--- src/rtl/ko_stock_tracker_if.sv ---
// Bus between the physics/damage coprocessors and the KO/stock tracker:
// player positions and hit amounts in, damage/lives/status words out.
`timescale 1ns/1ps
interface ko_stock_tracker_if;
    logic [31:0] pos1;
    logic [31:0] pos2;
    logic [31:0] hit1;
    logic [31:0] hit2;
    logic [31:0] damage1;
    logic [31:0] damage2;
    logic [31:0] lives1;
    logic [31:0] lives2;
    logic        respawn1;
    logic        respawn2;
    logic [1:0]  freeze;
    logic        game_over;
    logic [1:0]  winner;

    modport master (
        output pos1, pos2, hit1, hit2,
        input  damage1, damage2, lives1, lives2,
        input  respawn1, respawn2, freeze, game_over, winner
    );

    modport slave (
        input  pos1, pos2, hit1, hit2,
        output damage1, damage2, lives1, lives2,
        output respawn1, respawn2, freeze, game_over, winner
    );
endinterface

--- src/rtl/ko_stock_tracker.sv ---
// Per-player damage/stock bookkeeping with blast-zone KO detection, respawn
// timing and a global play/game-over FSM. All outputs come straight from flops.
`timescale 1ns/1ps
module ko_stock_tracker #(
    parameter int unsigned START_LIVES    = 3,
    parameter int unsigned MAX_DAMAGE     = 999,
    parameter logic [15:0] BLAST_XMIN     = 16'h0010,
    parameter logic [15:0] BLAST_XMAX     = 16'h0400,
    parameter logic [15:0] BLAST_YMAX     = 16'h0300,
    parameter int unsigned RESPAWN_CYCLES = 50000000
) (
    input  logic              clock,
    input  logic              reset,
    ko_stock_tracker_if.slave bus
);

    typedef enum logic [1:0] {
        P_ALIVE   = 2'd0,
        P_KO_WAIT = 2'd1,
        P_RESPAWN = 2'd2,
        P_OUT     = 2'd3
    } pstate_t;

    typedef enum logic {
        G_PLAY      = 1'b0,
        G_GAME_OVER = 1'b1
    } gstate_t;

    localparam logic [15:0] MAX_DMG_L     = 16'(MAX_DAMAGE);
    localparam logic [7:0]  START_LIVES_L = 8'(START_LIVES);
    localparam logic [31:0] RESPAWN_LAST  = 32'(RESPAWN_CYCLES - 1);

    // 17-bit sum so a large hit cannot wrap before the ceiling is applied.
    function automatic logic [15:0] sat_add(input logic [15:0] acc, input logic [15:0] amt);
        logic [16:0] sum;
        sum = {1'b0, acc} + {1'b0, amt};
        if (sum > {1'b0, MAX_DMG_L}) begin
            sat_add = MAX_DMG_L;
        end else begin
            sat_add = sum[15:0];
        end
    endfunction

    function automatic logic in_blast(input logic [31:0] pos);
        in_blast = (pos[31:16] < BLAST_XMIN) || (pos[31:16] > BLAST_XMAX) ||
                   (pos[15:0] > BLAST_YMAX);
    endfunction

    logic [31:0] pos_s       [2];
    logic [15:0] hit_s       [2];
    logic [1:0]  hit_edge_s;
    pstate_t     pst_r       [2];
    pstate_t     pst_nxt_s   [2];
    logic [15:0] dmg_r       [2];
    logic [15:0] dmg_nxt_s   [2];
    logic [7:0]  lives_r     [2];
    logic [7:0]  lives_nxt_s [2];
    logic [31:0] cnt_r       [2];
    logic [31:0] cnt_nxt_s   [2];
    logic [1:0]  hit_nz_r;
    logic [1:0]  respawn_r;
    logic [1:0]  freeze_r;
    gstate_t     gst_r;
    gstate_t     gst_nxt_s;
    logic        game_over_r;
    logic [1:0]  winner_r;
    logic [1:0]  winner_nxt_s;
    logic        unused_hit_hi_s;

    // Flatten the two players onto indexable arrays.
    always_comb begin
        pos_s[0] = bus.pos1;
        pos_s[1] = bus.pos2;
        hit_s[0] = bus.hit1[15:0];
        hit_s[1] = bus.hit2[15:0];
    end

    assign unused_hit_hi_s = ^{bus.hit1[31:16], bus.hit2[31:16]};

    // Per-player FSM: KO beats a same-cycle hit; everything holds once the game is over.
    always_comb begin
        for (int p = 0; p < 2; p++) begin
            pst_nxt_s[p]   = pst_r[p];
            dmg_nxt_s[p]   = dmg_r[p];
            lives_nxt_s[p] = lives_r[p];
            cnt_nxt_s[p]   = cnt_r[p];
            hit_edge_s[p]  = (hit_s[p] != 16'h0000) && !hit_nz_r[p];
            if (gst_r == G_GAME_OVER) begin
                pst_nxt_s[p] = pst_r[p];
            end else begin
                case (pst_r[p])
                    P_ALIVE: begin
                        if (in_blast(pos_s[p])) begin
                            lives_nxt_s[p] = (lives_r[p] != 8'd0) ? (lives_r[p] - 8'd1) : 8'd0;
                            dmg_nxt_s[p]   = 16'h0000;
                            cnt_nxt_s[p]   = 32'd0;
                            pst_nxt_s[p]   = (lives_r[p] <= 8'd1) ? P_OUT : P_KO_WAIT;
                        end else if (hit_edge_s[p]) begin
                            dmg_nxt_s[p] = sat_add(dmg_r[p], hit_s[p]);
                        end else begin
                            dmg_nxt_s[p] = dmg_r[p];
                        end
                    end
                    P_KO_WAIT: begin
                        if (cnt_r[p] == RESPAWN_LAST) begin
                            pst_nxt_s[p] = P_RESPAWN;
                        end else begin
                            cnt_nxt_s[p] = cnt_r[p] + 32'd1;
                        end
                    end
                    P_RESPAWN: pst_nxt_s[p] = P_ALIVE;
                    P_OUT:     pst_nxt_s[p] = P_OUT;
                    default:   pst_nxt_s[p] = P_ALIVE;
                endcase
            end
        end
    end

    // Global FSM: winner bits are {P1 out, P2 out}, so 1=P1 wins, 2=P2 wins, 3=draw.
    always_comb begin
        gst_nxt_s    = gst_r;
        winner_nxt_s = winner_r;
        case (gst_r)
            G_PLAY: begin
                if ((pst_r[0] == P_OUT) || (pst_r[1] == P_OUT)) begin
                    gst_nxt_s    = G_GAME_OVER;
                    winner_nxt_s = {pst_r[0] == P_OUT, pst_r[1] == P_OUT};
                end else begin
                    gst_nxt_s = G_PLAY;
                end
            end
            G_GAME_OVER: gst_nxt_s = G_GAME_OVER;
            default:     gst_nxt_s = G_PLAY;
        endcase
    end

    // State and output registers.
    always_ff @(posedge clock) begin
        if (reset) begin
            for (int p = 0; p < 2; p++) begin
                pst_r[p]   <= P_ALIVE;
                dmg_r[p]   <= 16'h0000;
                lives_r[p] <= START_LIVES_L;
                cnt_r[p]   <= 32'd0;
            end
            hit_nz_r    <= 2'b00;
            respawn_r   <= 2'b00;
            freeze_r    <= 2'b00;
            gst_r       <= G_PLAY;
            game_over_r <= 1'b0;
            winner_r    <= 2'b00;
        end else begin
            for (int p = 0; p < 2; p++) begin
                pst_r[p]     <= pst_nxt_s[p];
                dmg_r[p]     <= dmg_nxt_s[p];
                lives_r[p]   <= lives_nxt_s[p];
                cnt_r[p]     <= cnt_nxt_s[p];
                hit_nz_r[p]  <= (hit_s[p] != 16'h0000);
                // Pulse only on entry so a RESPAWN frozen by game-over cannot stick high.
                respawn_r[p] <= (pst_nxt_s[p] == P_RESPAWN) && (pst_r[p] != P_RESPAWN);
                freeze_r[p]  <= (pst_nxt_s[p] != P_ALIVE);
            end
            gst_r       <= gst_nxt_s;
            game_over_r <= (gst_nxt_s == G_GAME_OVER);
            winner_r    <= winner_nxt_s;
        end
    end

    assign bus.damage1   = {16'h0000, dmg_r[0]};
    assign bus.damage2   = {16'h0000, dmg_r[1]};
    assign bus.lives1    = {24'h000000, lives_r[0]};
    assign bus.lives2    = {24'h000000, lives_r[1]};
    assign bus.respawn1  = respawn_r[0];
    assign bus.respawn2  = respawn_r[1];
    assign bus.freeze    = freeze_r;
    assign bus.game_over = game_over_r;
    assign bus.winner    = winner_r;

endmodule

--- src/flat_wrapper.sv ---
// flat-port wrapper written by rule: the top's interface ports become plain ports
module ko_stock_tracker_flat 
#(
    parameter int unsigned START_LIVES    = 3,
    parameter int unsigned MAX_DAMAGE     = 999,
    parameter logic [15:0] BLAST_XMIN     = 16'h0010,
    parameter logic [15:0] BLAST_XMAX     = 16'h0400,
    parameter logic [15:0] BLAST_YMAX     = 16'h0300,
    parameter int unsigned RESPAWN_CYCLES = 50000000
)
  (clock, reset, bus_pos1, bus_pos2, bus_hit1, bus_hit2, bus_damage1, bus_damage2, bus_lives1, bus_lives2, bus_respawn1, bus_respawn2, bus_freeze, bus_game_over, bus_winner);
  ko_stock_tracker_if bus_i ();
  input  logic clock;
  input  logic reset;
  input wire logic [$bits(bus_i.pos1)-1:0] bus_pos1;
  input wire logic [$bits(bus_i.pos2)-1:0] bus_pos2;
  input wire logic [$bits(bus_i.hit1)-1:0] bus_hit1;
  input wire logic [$bits(bus_i.hit2)-1:0] bus_hit2;
  output wire logic [$bits(bus_i.damage1)-1:0] bus_damage1;
  output wire logic [$bits(bus_i.damage2)-1:0] bus_damage2;
  output wire logic [$bits(bus_i.lives1)-1:0] bus_lives1;
  output wire logic [$bits(bus_i.lives2)-1:0] bus_lives2;
  output wire logic [$bits(bus_i.respawn1)-1:0] bus_respawn1;
  output wire logic [$bits(bus_i.respawn2)-1:0] bus_respawn2;
  output wire logic [$bits(bus_i.freeze)-1:0] bus_freeze;
  output wire logic [$bits(bus_i.game_over)-1:0] bus_game_over;
  output wire logic [$bits(bus_i.winner)-1:0] bus_winner;
  assign bus_i.pos1 = bus_pos1;
  assign bus_i.pos2 = bus_pos2;
  assign bus_i.hit1 = bus_hit1;
  assign bus_i.hit2 = bus_hit2;
  assign bus_damage1 = bus_i.damage1;
  assign bus_damage2 = bus_i.damage2;
  assign bus_lives1 = bus_i.lives1;
  assign bus_lives2 = bus_i.lives2;
  assign bus_respawn1 = bus_i.respawn1;
  assign bus_respawn2 = bus_i.respawn2;
  assign bus_freeze = bus_i.freeze;
  assign bus_game_over = bus_i.game_over;
  assign bus_winner = bus_i.winner;
  ko_stock_tracker #(.START_LIVES(START_LIVES), .MAX_DAMAGE(MAX_DAMAGE), .BLAST_XMIN(BLAST_XMIN), .BLAST_XMAX(BLAST_XMAX), .BLAST_YMAX(BLAST_YMAX), .RESPAWN_CYCLES(RESPAWN_CYCLES)) u_core (.clock(clock), .reset(reset), .bus(bus_i));
endmodule
--- config.mk ---
export PLATFORM = sky130hd
export DESIGN_NAME = ko_stock_tracker_flat
export DESIGN_NICKNAME = d
export VERILOG_FILES = /design/src/rtl/ko_stock_tracker_if.sv /design/src/rtl/ko_stock_tracker.sv /design/src/flat_wrapper.sv
export SDC_FILE = /design/constraint.sdc
export NUM_CORES = 1
export LEC_CHECK = 0
export ABC_AREA = 1
export CAP_MARGIN = 20
export CORE_MARGIN = 5
export CORE_UTILIZATION = 45
export CTS_BUF_LIST = sky130_fd_sc_hd__clkbuf_4
export DETAILED_ROUTE_END_ITERATION = 7
export GPL_TIMING_DRIVEN = 0
export PLACE_DENSITY_LB_ADDON = 0.25
export SYNTH_ARGS = -nofsm -noshare
export SYNTH_HDL_FRONTEND = slang
export SYNTH_SLANG_ARGS = --single-unit
--- constraint.sdc ---
create_clock -name clock -period 2.7 [get_ports clock]
set_input_delay 0.81 -clock clock [delete_from_list [all_inputs] [get_ports clock]]
set_output_delay 0.81 -clock clock [all_outputs]
set_load 0.005 [all_outputs]
## Word level (Yosys, flattened, before mapping)

Memories as Yosys holds them, arrays and structs flattened.
Index checks and enable logic that the tools add are counted.

| storage, ports and cells | value |
|---|---|
| bits in writable memories | 116 |
| bits of input ports | 130 |
| logic and storage cells | 115 |
| register bits after elaboration | 9 |
| output and inout bits | 135 |
| memories | 4 |

Memories:

| name | words | width | rd ports | clocked after Yosys merged registers in | write ports | line | text |
|---|---|---|---|---|---|---|---|
| u_core.cnt_r | 2 | 32 | 2 | 0 | 2 | ko_stock_tracker.sv:58 | `logic [31:0] cnt_r [2];` |
| u_core.dmg_r | 2 | 16 | 2 | 0 | 2 | ko_stock_tracker.sv:54 | `logic [15:0] dmg_r [2];` |
| u_core.lives_r | 2 | 8 | 2 | 0 | 2 | ko_stock_tracker.sv:56 | `logic [7:0] lives_r [2];` |
| u_core.pst_r | 2 | 2 | 2 | 0 | 2 | ko_stock_tracker.sv:52 | `pstate_t pst_r [2];` |

| cells by class | value |
|---|---|
| reduce and logical (&&, ||, !) cells | 20 |
| $add $sub $neg | 6 |
| multiplexer cells | 49 |
| magnitude comparators | 10 |
| bitwise gates (word level) | 9 |
| equal/unequal tests | 12 |

Operators by type and width:

| cell | count |
|---|---|
| $mux 32 | 8 |
| $mux 16 | 12 |
| $pmux 32 s2 | 2 |
| $mux 8 | 10 |
| $add 32x1->32 const B | 2 |
| $eq 32x26->1 const B | 2 |
| $add 16x16->17 | 2 |
| $gt 17x10->1 const B | 2 |
| $gt 16x10->1 const B | 2 |
| $gt 16x11->1 const B | 2 |
| $lt 16x5->1 const B | 2 |
| $reduce_bool 16->1 | 2 |
| $mux 2 | 10 |
| $le 8x1->1 const B | 2 |
| $pmux 2 s4 | 2 |
| $reduce_bool 8->1 | 2 |
| $sub 8x1->8 const B | 2 |
| $eq 2x2->1 const B | 6 |
| $or 1x1->1 | 8 |
| $logic_or 1x1->1 | 5 |
| $eq 2x1->1 const B | 2 |
| $logic_and 1x1->1 | 4 |
| $logic_not 2->1 | 2 |
| $mux 1 | 4 |
| 6 further kinds | 9 |

## Longest topological paths before layout

Gate-level depths: netlist (run 1).
An unclocked memory read counts as a cell.

| depth | value |
|---|---|
| depth in word-level cells | 9 |
| depth in mapped cells | 17 |

## Worst setup path after synthesis (run 1)

OpenSTA, ideal clock, no wires.

| path | value |
|---|---|
| kind | input to register |
| start point | input bus_hit2[0] |
| end point | memory u_core.dmg_r[1][0] (netlist: u_core.dmg_r[0][16]) |
| arrival | 2.557 ns |
| path buffers | 0 |
| required time | 2.568 ns |
| path slack | 0.011 ns |
| stages on the path | 17 |
| cell sequence | ha_1 inv_1 fa_1 inv_1 nand2_1 nand2_1 nand3_1 nand2_1 nand2_1 nand2_1 nand2_1 nand2_1 nand2_1 nor2_1 nand4_1 nand2_1 a21oi_1 |

RTL lines:

| item | line | text |
|---|---|---|
| from (decl) | flat_wrapper.sv:18 | `input wire logic [$bits(bus_i.hit2)-1:0] bus_hit2;` |
| to (decl) | ko_stock_tracker.sv:54 |  |

==> flow_summary.ini, run 1 <==
[global_routing]
met1_usage = 0.290
grt_antenna_before_repair = 1
grt.busiest_layer = met2
pin_count_of_the_biggest_net_entering_global_routing = 17
global_route.usage.met3 = 0.0416
groute.layer.met2.usage = 0.380
grt_pass1_wl_um = 45800
global_route.usage.total = 0.224
via_count_of_the_first_global_routing_pass = 9598
grt_overflow = 0

[placed_design]
postPlaceCellArea_sq_mm = 0.0120
pre_cts_slack_ns = -0.966
place.detailed.hpwl_um = 23200
placer_s_final_routability_congestion_estimate = 1.01
place_inst = 2131
placement.io_buffers = 152

[timing]
final-setup-viol-count = 0
max_slew.worst_pin.slew_ns = 0.763
timing_max_transition_violations_final = 0
finalCriticalPeriod_ns = 2.59
grt_setup_unrepaired = true
worst_slew_margin_rel = 0.489
worst_slack_ns = 0.107
fin_worst_skew_ns = 0.0164
fin_setup_tns_ns = 0
hold_viol = 0
post_route_clock_period_utilization = 0.960
fmaxAchievable_ghz = 0.386

[finish]
final_cell_count_no_fill = 2169
finalCoreUtilization = 0.576
n_fill_cell = 2215
ff_latch_area_sq_mm = 0.00250
final_nets = 2048
multi_input_area_sq_mm = 0.00633
design_area_sq_mm = 0.0125
drive_gt1_frac = 0.0953
syn_to_final_growth_pct = 27.1

[run_status]
status = finished clean

[floorplan]
placementRows = 54
area_of_the_die_sq_mm = 0.0249
top_level_pins = 265
die_h_um = 158
starting_utilization_of_the_core_area = 0.453
die_x_um = 158
core_area_sq_mm = 0.0217

[clocking]
clkLatencyLatePin_ns = 0.57
cts_hold_buf = 0
root_buffer = sky130_fd_sc_hd__clkbuf_4
cts_inserted_buffers = 17
tritoncts = done
numClockSinks = 125
clkTransAtPathRegs_ns = 0.12
clock_path_buffers = 2
htree_num_levels = 4

[worst_setup_path]
setup.reg_to_reg.worst_slack_ns = 0.30
critPathMaxStageDelay_ns = 0.43
cp.required_ns = 3.21
path_class = input port to register
worst-path-max-fanout = 5
worst-r2r-cell-count = 17
worst_path_most_repeated_cell = sky130_fd_sc_hd__nand2_1
cp_cell_sequence = clkdlybuf4s50_1 > ha_1 > nand2_1 > inv_1 > a21oi_1 > nand2_1 > nand2_1 > nand2_1 > nor2_1 > nand2_1 > nor2_2 > nor2_4 > nand3_1 > nand2_1 > a21oi_1
cp.depth = 15
regToRegEndpoint = u_core.dmg_r[0][5]
critical_path_buf_inv_count = 2
critPathCaptureType = register
worst_r2r_startpoint = u_core.dmg_r[0][0]
critical_path.slowest_cell = sky130_fd_sc_hd__clkdlybuf4s50_1
cp-start-kind = input port
cell_family_with_most_cp_delay = simple AND/OR/NAND/NOR gates
timing.critical_path.arrival_ns = 3.10

[routing]
route.detailed.drc = 0
drtIter0Drc = 698
wire_per_inst_um = 13.3
route.final.wire_length_um = 28800
drt-pass1-iter-count = 5
dr_total_vias = 10667
routed_via_density = 4.92
postRouteAntennaNets = 0

[min_path]
min_delay_worst_endpoint = u_core.dmg_r[0][10]
worstHoldPathType = register to register
holdPathStages = 2
hp-start = u_core.dmg_r[0][10]

[yosys]
synthesis.instances = 1620
netlist_area_sq_mm = 0.00983
yosys_register_bits = 125
synth.lib_cells_used.distinct = 38
ys.warnings.count = 0
synthFlopType = sky130_fd_sc_hd__dfxtp_1
synth-async-reset-ratio = 0
share_of_synthesized_area_occupied_by_flip_flops_and_latches = 0.255
synth_edf_count = 0
syn_avg_cell_area_sq_um = 6.07

[pwr]
power.share.clock = 0.247
pwr-share-seq = 0.347
internal_power_w = 0.00362
netSwitchingFraction = 0.412
cellLeakagePower_nw = 5.42
combPwrFrac = 0.406
net-switching-power_w = 0.00254
power.density_cell_area_mw_per_mm2 = 493
irDropWorstVdd_v = 0.000316

[flow_run]
cap_violations = 0
## per-layer routing
layer / vias to the layer above / routed length (um) / part of all wire
met5: - / 0 / 0
met4: 0 / 506 / 0.018
met3: 41 / 1820 / 0.063
met2: 321 / 13700 / 0.48
met1: 4767 / 12800 / 0.44
li1: 5538 / - / -
## cell usage in the layout (no fill, tap or decap), types with 10 or more instances in the layout
| master | n |
|---|---|
| sky130_fd_sc_hd__xor2_1 | 36 |
| sky130_fd_sc_hd__ha_1 | 35 |
| sky130_fd_sc_hd__clkdlybuf4s50_1 | 149 |
| sky130_fd_sc_hd__nor2_1 | 229 |
| sky130_fd_sc_hd__nand2_2 | 10 |
| sky130_fd_sc_hd__nand2_1 | 481 |
| sky130_fd_sc_hd__clkbuf_1 | 23 |
| sky130_fd_sc_hd__buf_4 | 89 |
| sky130_fd_sc_hd__inv_1 | 159 |
| sky130_fd_sc_hd__nor3_1 | 42 |
| sky130_fd_sc_hd__nand3_1 | 103 |
| sky130_fd_sc_hd__or2_2 | 11 |
| sky130_fd_sc_hd__nand4_1 | 45 |
| sky130_fd_sc_hd__dfxtp_1 | 125 |
| sky130_fd_sc_hd__a21oi_1 | 116 |
| sky130_fd_sc_hd__nand3b_1 | 14 |
| sky130_fd_sc_hd__conb_1 | 80 |
| sky130_fd_sc_hd__o21ai_0 | 13 |
| sky130_fd_sc_hd__xnor2_1 | 22 |
| sky130_fd_sc_hd__clkbuf_4 | 17 |
## cell usage after synthesis, drive strengths merged, types with 14 or more instances
| master | instances | area [sq um] |
|---|---|---|
| a21oi | 117 | 586 |
| buf | 92 | 711 |
| clkbuf | 24 | 90.1 |
| dfxtp | 125 | 2500 |
| ha | 40 | 500 |
| inv | 165 | 619 |
| nand2 | 492 | 1860 |
| nand3 | 105 | 526 |
| nand3b | 14 | 105 |
| nand4 | 45 | 282 |
| nor2 | 238 | 908 |
| nor3 | 44 | 225 |
| o21ai | 16 | 80.1 |
| xnor2 | 22 | 193 |
| xor2 | 36 | 315 |
## worst reg2reg max path, delay by kind of cell, from the launching register on
family          cells  cell delay [ns]
flops               1             0.39
buf+inv             2             0.12
fa+ha+maj           2             0.54
compound gates      1             0.06
simple gates       12             1.18
## flip-flops by register name, summed over array words and instances (netlist names)
register	cells
u_core.bus.freeze	2
u_core.bus.game_over	1
u_core.bus.winner	2
u_core.cnt_r	64
u_core.dmg_r	32
u_core.hit_nz_r	2
u_core.lives_r	16
u_core.pst_r	4
u_core.respawn_r	2
## cell families after synthesis
group | count (synthesis) | synth area share
adders and majority gates | 42 | 0.0550
other | 1 | 0.000382
xor gates and xnor gates | 58 | 0.0517
buffers and inverters | 282 | 0.145
and+or+nand+nor | 972 | 0.420
DFF | 125 | 0.255
AOI/OAI and AO/OA | 140 | 0.0732
## layout make-up
class,instances,share of cell area
inverters,166,0.0499
repair buffers,156,0.125
clock inverters,14,0.0155
multi-input cells,1294,0.507
plain buffers,116,0.0642
flip-flops and latches,125,0.200
well taps,280,0.0281
diodes,1,0.000200
clock buffers,17,0.0102
## repair_timing
| action | CTS | global route |
|---|---|---|
| gates cloned | 1 | 1 |
| resized for setup | 17 | 19 |
| endpoints found under the setup margin | 18 | 26 |
| buffers inserted | 2 | 2 |
| pin swaps | 4 | 7 |
## worst max path at each step
stage | startpoint | to | slack (ns)
CTS | bus_hit1[0] | u_core.dmg_r[0][9] | 0.005
finish | bus_hit1[5] | u_core.dmg_r[0][5] | 0.11
floorplan | bus_hit2[0] | u_core.dmg_r[0][16] | 0.01
global route | bus_hit1[5] | u_core.dmg_r[0][9] | -0.04
detailed placement | bus_hit1[0] | u_core.dmg_r[0][9] | -0.97
global placement | bus_hit1[0] | u_core.dmg_r[0][9] | -0.95
## per-stage QoR
step,total power (W),hold WS [ns]
6_report,0.00616,0.472
5_1_grt,0.00655,0.496
4_1_cts,0.00618,0.472
3_5_place_dp,0.00464,0.457
3_3_place_gp,0.00460,0.454
2_1_floorplan,0.00375,0.457
## power groups by stage
stage               Clock, W  Sequential (W)  Combinational [W]
floorplan                  0         0.00214            0.00161
global placement           0         0.00217            0.00243
detailed placement         0         0.00217            0.00246
CTS                  0.00156         0.00213            0.00249
global route         0.00163         0.00215            0.00277
finish               0.00152         0.00214            0.00250
No activity file was read; power rests on OpenSTA's default activity.
==> inputs of run 2 (changes only) <==
- DONT_BUFFER_PORTS: unset -> 1
==> run 2 against run 1 <==
  * Non-clock buffer count shrank 153
  * Sequential share of layout area is 3.1 points higher
  * Critical path depth increased by 3
  * Clock-buffer cell count did not move
  * First-iteration DRC count down 20%
  * Global-route usage decreased by 0.26 points
  * Die area stayed put
  * Via count fell by 6.1%
  * Register-to-register slack lost 0.06 ns
==> flow_summary.ini, run 2 (same netlist as run 1, synthesis figures left out) <==
[global_routing]
via_count_of_the_first_global_routing_pass = 9213
grt_overflow = 0
grt_pass1_wl_um = 44900
grt_antenna_before_repair = 1
pin_count_of_the_biggest_net_entering_global_routing = 17
global_route.usage.total = 0.221

[finish]
design_area_sq_mm = 0.0109
n_fill_cell = 2326
drive_gt1_frac = 0.0941
finalCoreUtilization = 0.501
largest_register = u_core.cnt_r
final_nets = 1893
flip_flop_count_of_the_largest_register_all_copies_and_words_added = 64
syn_to_final_growth_pct = 10.5
mostFrequentLayoutCell = sky130_fd_sc_hd__nand2_1
largest_registers = u_core.cnt_r: 64 flops, u_core.dmg_r: 32 flops, u_core.lives_r: 16 flops
top_library_cells_by_usage_in_the_layout_fill_and_taps_aside = sky130_fd_sc_hd__nand2_1, sky130_fd_sc_hd__nor2_1, sky130_fd_sc_hd__inv_1, sky130_fd_sc_hd__dfxtp_1, sky130_fd_sc_hd__a21oi_1

[placed_design]
postPlaceCellArea_sq_mm = 0.0105
place.detailed.hpwl_um = 22800
placer_s_final_routability_congestion_estimate = 0.958
placement.io_buffers = 0

[floorplan]
top_level_pins = 265
area_of_the_die_sq_mm = 0.0249
core_area_sq_mm = 0.0217
die_h_um = 158
die_x_um = 158
starting_utilization_of_the_core_area = 0.453
placementRows = 54

[timing]
grt_setup_unrepaired = false
timing_max_transition_violations_final = 0
post_route_clock_period_utilization = 0.911
max_slew.worst_pin.slew_ns = 0.779
fin_worst_skew_ns = 0.0221
worst_slew_margin_rel = 0.479
finalCriticalPeriod_ns = 2.46
final-setup-viol-count = 0
hold_viol = 0
fmaxAchievable_ghz = 0.407

[clocking]
cts_inserted_buffers = 17
clkTransAtPathRegs_ns = 0.13
clock_path_buffers = 2
htree_num_levels = 4
numClockSinks = 125
clkLatencyLatePin_ns = 0.55
cts_hold_buf = 0
tritoncts = done
root_buffer = sky130_fd_sc_hd__clkbuf_4

[pwr]
totalPowerFinal_w = 0.00573
cellLeakagePower_nw = 4.80
irDropWorstVdd_v = 0.000366
power.density_cell_area_mw_per_mm2 = 528

[worst_setup_path]
worst-r2r-cell-count = 18
cell_family_with_most_cp_delay = simple AND/OR/NAND/NOR gates
cp_cell_sequence = ha_4 > inv_1 > fa_1 > inv_1 > nand3_1 > nand2_2 > nand2_1 > nand2_2 > nand2_1 > nand2_1 > nand2_1 > nand2_1 > nand2_1 > nor2_4 > buf_4 > nand3_1 > nand2_1 > a21oi_1
worst_path_most_repeated_cell = sky130_fd_sc_hd__nand2_1
regToRegEndpoint = u_core.dmg_r[0][0]
timing.critical_path.arrival_ns = 2.89
cp-start-kind = register
cp.required_ns = 3.13
critical_path_buf_inv_count = 3
worst_r2r_startpoint = u_core.dmg_r[0][0]
critical_path.slowest_cell = sky130_fd_sc_hd__dfxtp_4
path_class = register to register
worst-path-max-fanout = 5
critPathCaptureType = register
setup.reg_to_reg.worst_slack_ns = 0.24
critPathMaxStageDelay_ns = 0.40

[flow_run]
cap_violations = 0

[routing]
dr_total_vias = 10020
postRouteAntennaNets = 0
routed_via_density = 4.98
route.detailed.drc = 0
drt-pass1-iter-count = 5
wire_per_inst_um = 13.9
route.final.wire_length_um = 27900
drtIter0Drc = 555

[min_path]
min_delay_worst_endpoint = u_core.hit_nz_r[1]
worstHoldPathType = input port to register
holdPathStages = 2
hp-start = bus_hit2[0]

[run_status]
status = finished clean
[run 2: cell count changes in the layout (fill, tap and decap cells not counted), moves of 3 or more]
| cell | delta |
|---|---|
| sky130_fd_sc_hd__clkdlybuf4s50_1 | -149 |
| sky130_fd_sc_hd__nand2_2 | -6 |
| sky130_fd_sc_hd__dlymetal6s2s_1 | -3 |
| sky130_fd_sc_hd__nand2_1 | +6 |
| sky130_fd_sc_hd__nor2_4 | -3 |
| sky130_fd_sc_hd__ha_1 | +3 |
[run 2: worst max-delay path by stage]
stage                     cells past startpoint                 from                   to
after global placement                       17          bus_hit1[0]   u_core.dmg_r[0][9]
after detailed placement                     17          bus_hit1[0]   u_core.dmg_r[0][9]
after global routing                         17  u_core.dmg_r[0][16]  u_core.dmg_r[0][17]
after CTS                                    18   u_core.dmg_r[0][0]   u_core.dmg_r[0][8]
after floorplan                              17          bus_hit2[0]  u_core.dmg_r[0][16]
final                                        18   u_core.dmg_r[0][0]   u_core.dmg_r[0][0]
[run 2: cell type report]
| cell class | instances | area [sq um] | area share |
|---|---|---|---|
| inverter | 166 | 623 | 0.0574 |
| clock buffer | 17 | 128 | 0.0118 |
| timing repair buffer | 3 | 22.5 | 0.00207 |
| multi-input combinational | 1292 | 6250 | 0.576 |
| buffer | 116 | 801 | 0.0737 |
| sequential | 125 | 2510 | 0.231 |
| clock inverter | 14 | 170 | 0.0157 |
| antenna | 1 | 2.50 | 0.000230 |
| tap | 280 | 350 | 0.0323 |
[run 2: routing by layer]
metal,track usage,part of all wire
met1,0.278,0.43
met2,0.376,0.47
met3,0.0590,0.076
met4,0.0586,0.020
met5,0,0
[run 2: worst register-to-register path: cells and delay by family, from the launching register on]
family	cells	cell delay [ns]
AOI/OAI and AO/OA	1	0.06
and+or+nand+nor	12	1.00
adders and majority gates	2	0.56
buffers and inverters	3	0.29
DFF	1	0.40
[run 2: power by group]
group | total (W) | internal (W) | switching, W
logic | 0.00216 | 0.000661 | 0.00150
clock network | 0.00141 | 0.000639 | 0.000776
registers | 0.00216 | 0.00197 | 0.000185
total | 0.00573 | 0.00327 | 0.00246
[run 2: per-stage QoR]
stage	instances	hold WS, ns	worst slack, ns	TNS [ns]
6_report	2014	0.481	0.240	0
5_1_grt	2014	0.477	0.0266	0
4_1_cts	2013	0.443	0.0205	0
3_5_place_dp	1979	0.477	-0.516	-8.36
3_3_place_gp	1979	0.475	-0.465	-7.18
2_1_floorplan	1699	0.457	0.0111	0
[run 2: what timing repair did]
item	4_1_cts	5_1_grt
setup buffers	3	0
gates resized for setup	4	13
pin swaps	1	2
setup endpoints to repair	18	20
==> edit: new RTL, settings of run 1 <==
`BLAST_XMIN` is set to 16'h0010 in 2 places; all go to 16'h0008.
--- a/src/rtl/ko_stock_tracker.sv
+++ b/src/rtl/ko_stock_tracker.sv
@@ -5,5 +5,5 @@
     parameter int unsigned START_LIVES    = 3,
     parameter int unsigned MAX_DAMAGE     = 999,
-    parameter logic [15:0] BLAST_XMIN     = 16'h0010,
+    parameter logic [15:0] BLAST_XMIN     = 16'h0008,
     parameter logic [15:0] BLAST_XMAX     = 16'h0400,
     parameter logic [15:0] BLAST_YMAX     = 16'h0300,
--- a/src/flat_wrapper.sv
+++ b/src/flat_wrapper.sv
@@ -4,5 +4,5 @@
     parameter int unsigned START_LIVES    = 3,
     parameter int unsigned MAX_DAMAGE     = 999,
-    parameter logic [15:0] BLAST_XMIN     = 16'h0010,
+    parameter logic [15:0] BLAST_XMIN     = 16'h0008,
     parameter logic [15:0] BLAST_XMAX     = 16'h0400,
     parameter logic [15:0] BLAST_YMAX     = 16'h0300,
Function: changed (Yosys sat finds a counterexample within 4 cycles, from zero or initial values and one cycle with reset high).
==> edit against run 1 <==
Die area up 3.2%; sequential share of layout area down 0.41 points; total power down 0.20%; worst setup slack worse by 0.00084 ns; sequential cell count unchanged; worst hold slack better by 0.012 ns; cell area up 2.1%; synthesized area up 3.4%; wire length up 2.0%.
==> edit: results (changes against run 1) <==
Outcome
The run finished with clean final reports.

Finish
The non-clock buffer contribution to total cell area was 0.185 (-0.00380). The flip-flop and latch count is 125 (unchanged). The layout net count came to 2,069 (+1.0%). The number of logic inverters in the finished layout is 184 (+11%). The total of clock buffers placed in the layout came to 18 (+1).

Pwr
The share of power burned in registers came to 0.344 (-0.003). The static leakage power is 5.50 nW (+1.5%). The switching part of the total is 0.422 (+0.00952). The peak supply drop is 0.307 mV (-2.8%). The design internal power is 0.00355 W (-1.8%).

Synth
The number of cells produced by synthesis is 1,645 (+1.5%). The unique cell type count in the Yosys netlist is 46 (+21%). The synthesized-area fraction occupied by xor and xnor cells was 0.0543 (+0.00259).

In the post-synthesis netlist, the biggest area contributors are sky130_fd_sc_hd__dfxtp_1 25%, sky130_fd_sc_hd__nand2_1 18%, sky130_fd_sc_hd__nor2_1 7.6%. The fraction of the yosys area taken by sequential cells was 0.246 (-0.00846).

Route
The average vias per placed instance is 4.89 (-0.51%). The sum of routed wire length over all layers was 29,400 microns (+2.0%).

Placed design
The number of placed instances, taps included was 2,160 (+1.4%). The placer's final routability congestion estimate came to 0.980 (-3.3%). The post-placement cell area is 0.0123 sq mm (+2.8%). The count of buffers inserted at the top-level ports was 151 (-0.66%).

The HPWL after detailed placement came to 24,100 microns (+4.0%). The setup slack at placement came to -0.823 ns (+0.143 ns).

GRT
The via count of the first global-routing pass is 9,877 (+2.9%). The global-route wire length before repair is 47,600 microns (+4.0%). The total track usage is 0.219 (-0.00456).

CTS
The number of post-CTS setup repair buffers is 0 (-2). The worst-skew pair later-pin latency came to 0.54 ns (-0.03 ns).

Setup path
The number of cells on the worst reg-to-reg path is 16 (-1). The endpoint of the worst register-to-register path is u_core.dmg_r[0][17]. The capturing element of the worst setup path is u_core.dmg_r[0][8]. The arrival time of data at the critical path endpoint was 3.02 ns (-0.08 ns). The launching point of the worst reg2reg path is u_core.dmg_r[0][16]. The first element of the critical path is bus_hit1[3].

The reg2reg setup slack came to 0.35 ns (+0.05 ns).

STA
The post-route clock skew came to 0.0185 ns (+0.00214 ns). The worst hold margin is 0.484 ns (+0.0122 ns). The worst slew margin relative to its limit is 0.541 (+0.0517).
edit: cell types whose count changed after synthesis, sizes merged, moves of 7 or more:
cell	before	now
nand4	45	55
nand2	492	485
nand3	105	117
nor2	238	214
nor3	44	52
inv	165	184
clkbuf	24	16
buf	92	103
edit: how the worst min path moves through the flow:
stage	start	end
3_3_place_gp	u_core.dmg_r[0][28]	u_core.dmg_r[0][28]
6_report	u_core.dmg_r[0][27]	u_core.dmg_r[0][27]
4_1_cts	u_core.dmg_r[0][30]	u_core.dmg_r[0][30]
5_1_grt	u_core.dmg_r[0][26]	u_core.dmg_r[0][26]
2_1_floorplan	u_core.cnt_r[0][37]	u_core.cnt_r[0][37]
3_5_place_dp	u_core.dmg_r[0][30]	u_core.dmg_r[0][30]
edit: layer usage:
metal | vias to the layer above | wire length [microns] | track usage
li1 | 5636 | - | -
met1 | 4818 | 13300 | 0.288
met2 | 259 | 14000 | 0.376
met3 | 32 | 1520 | 0.0382
met4 | 0 | 500 | 0.0528
met5 | - | 0 | 0
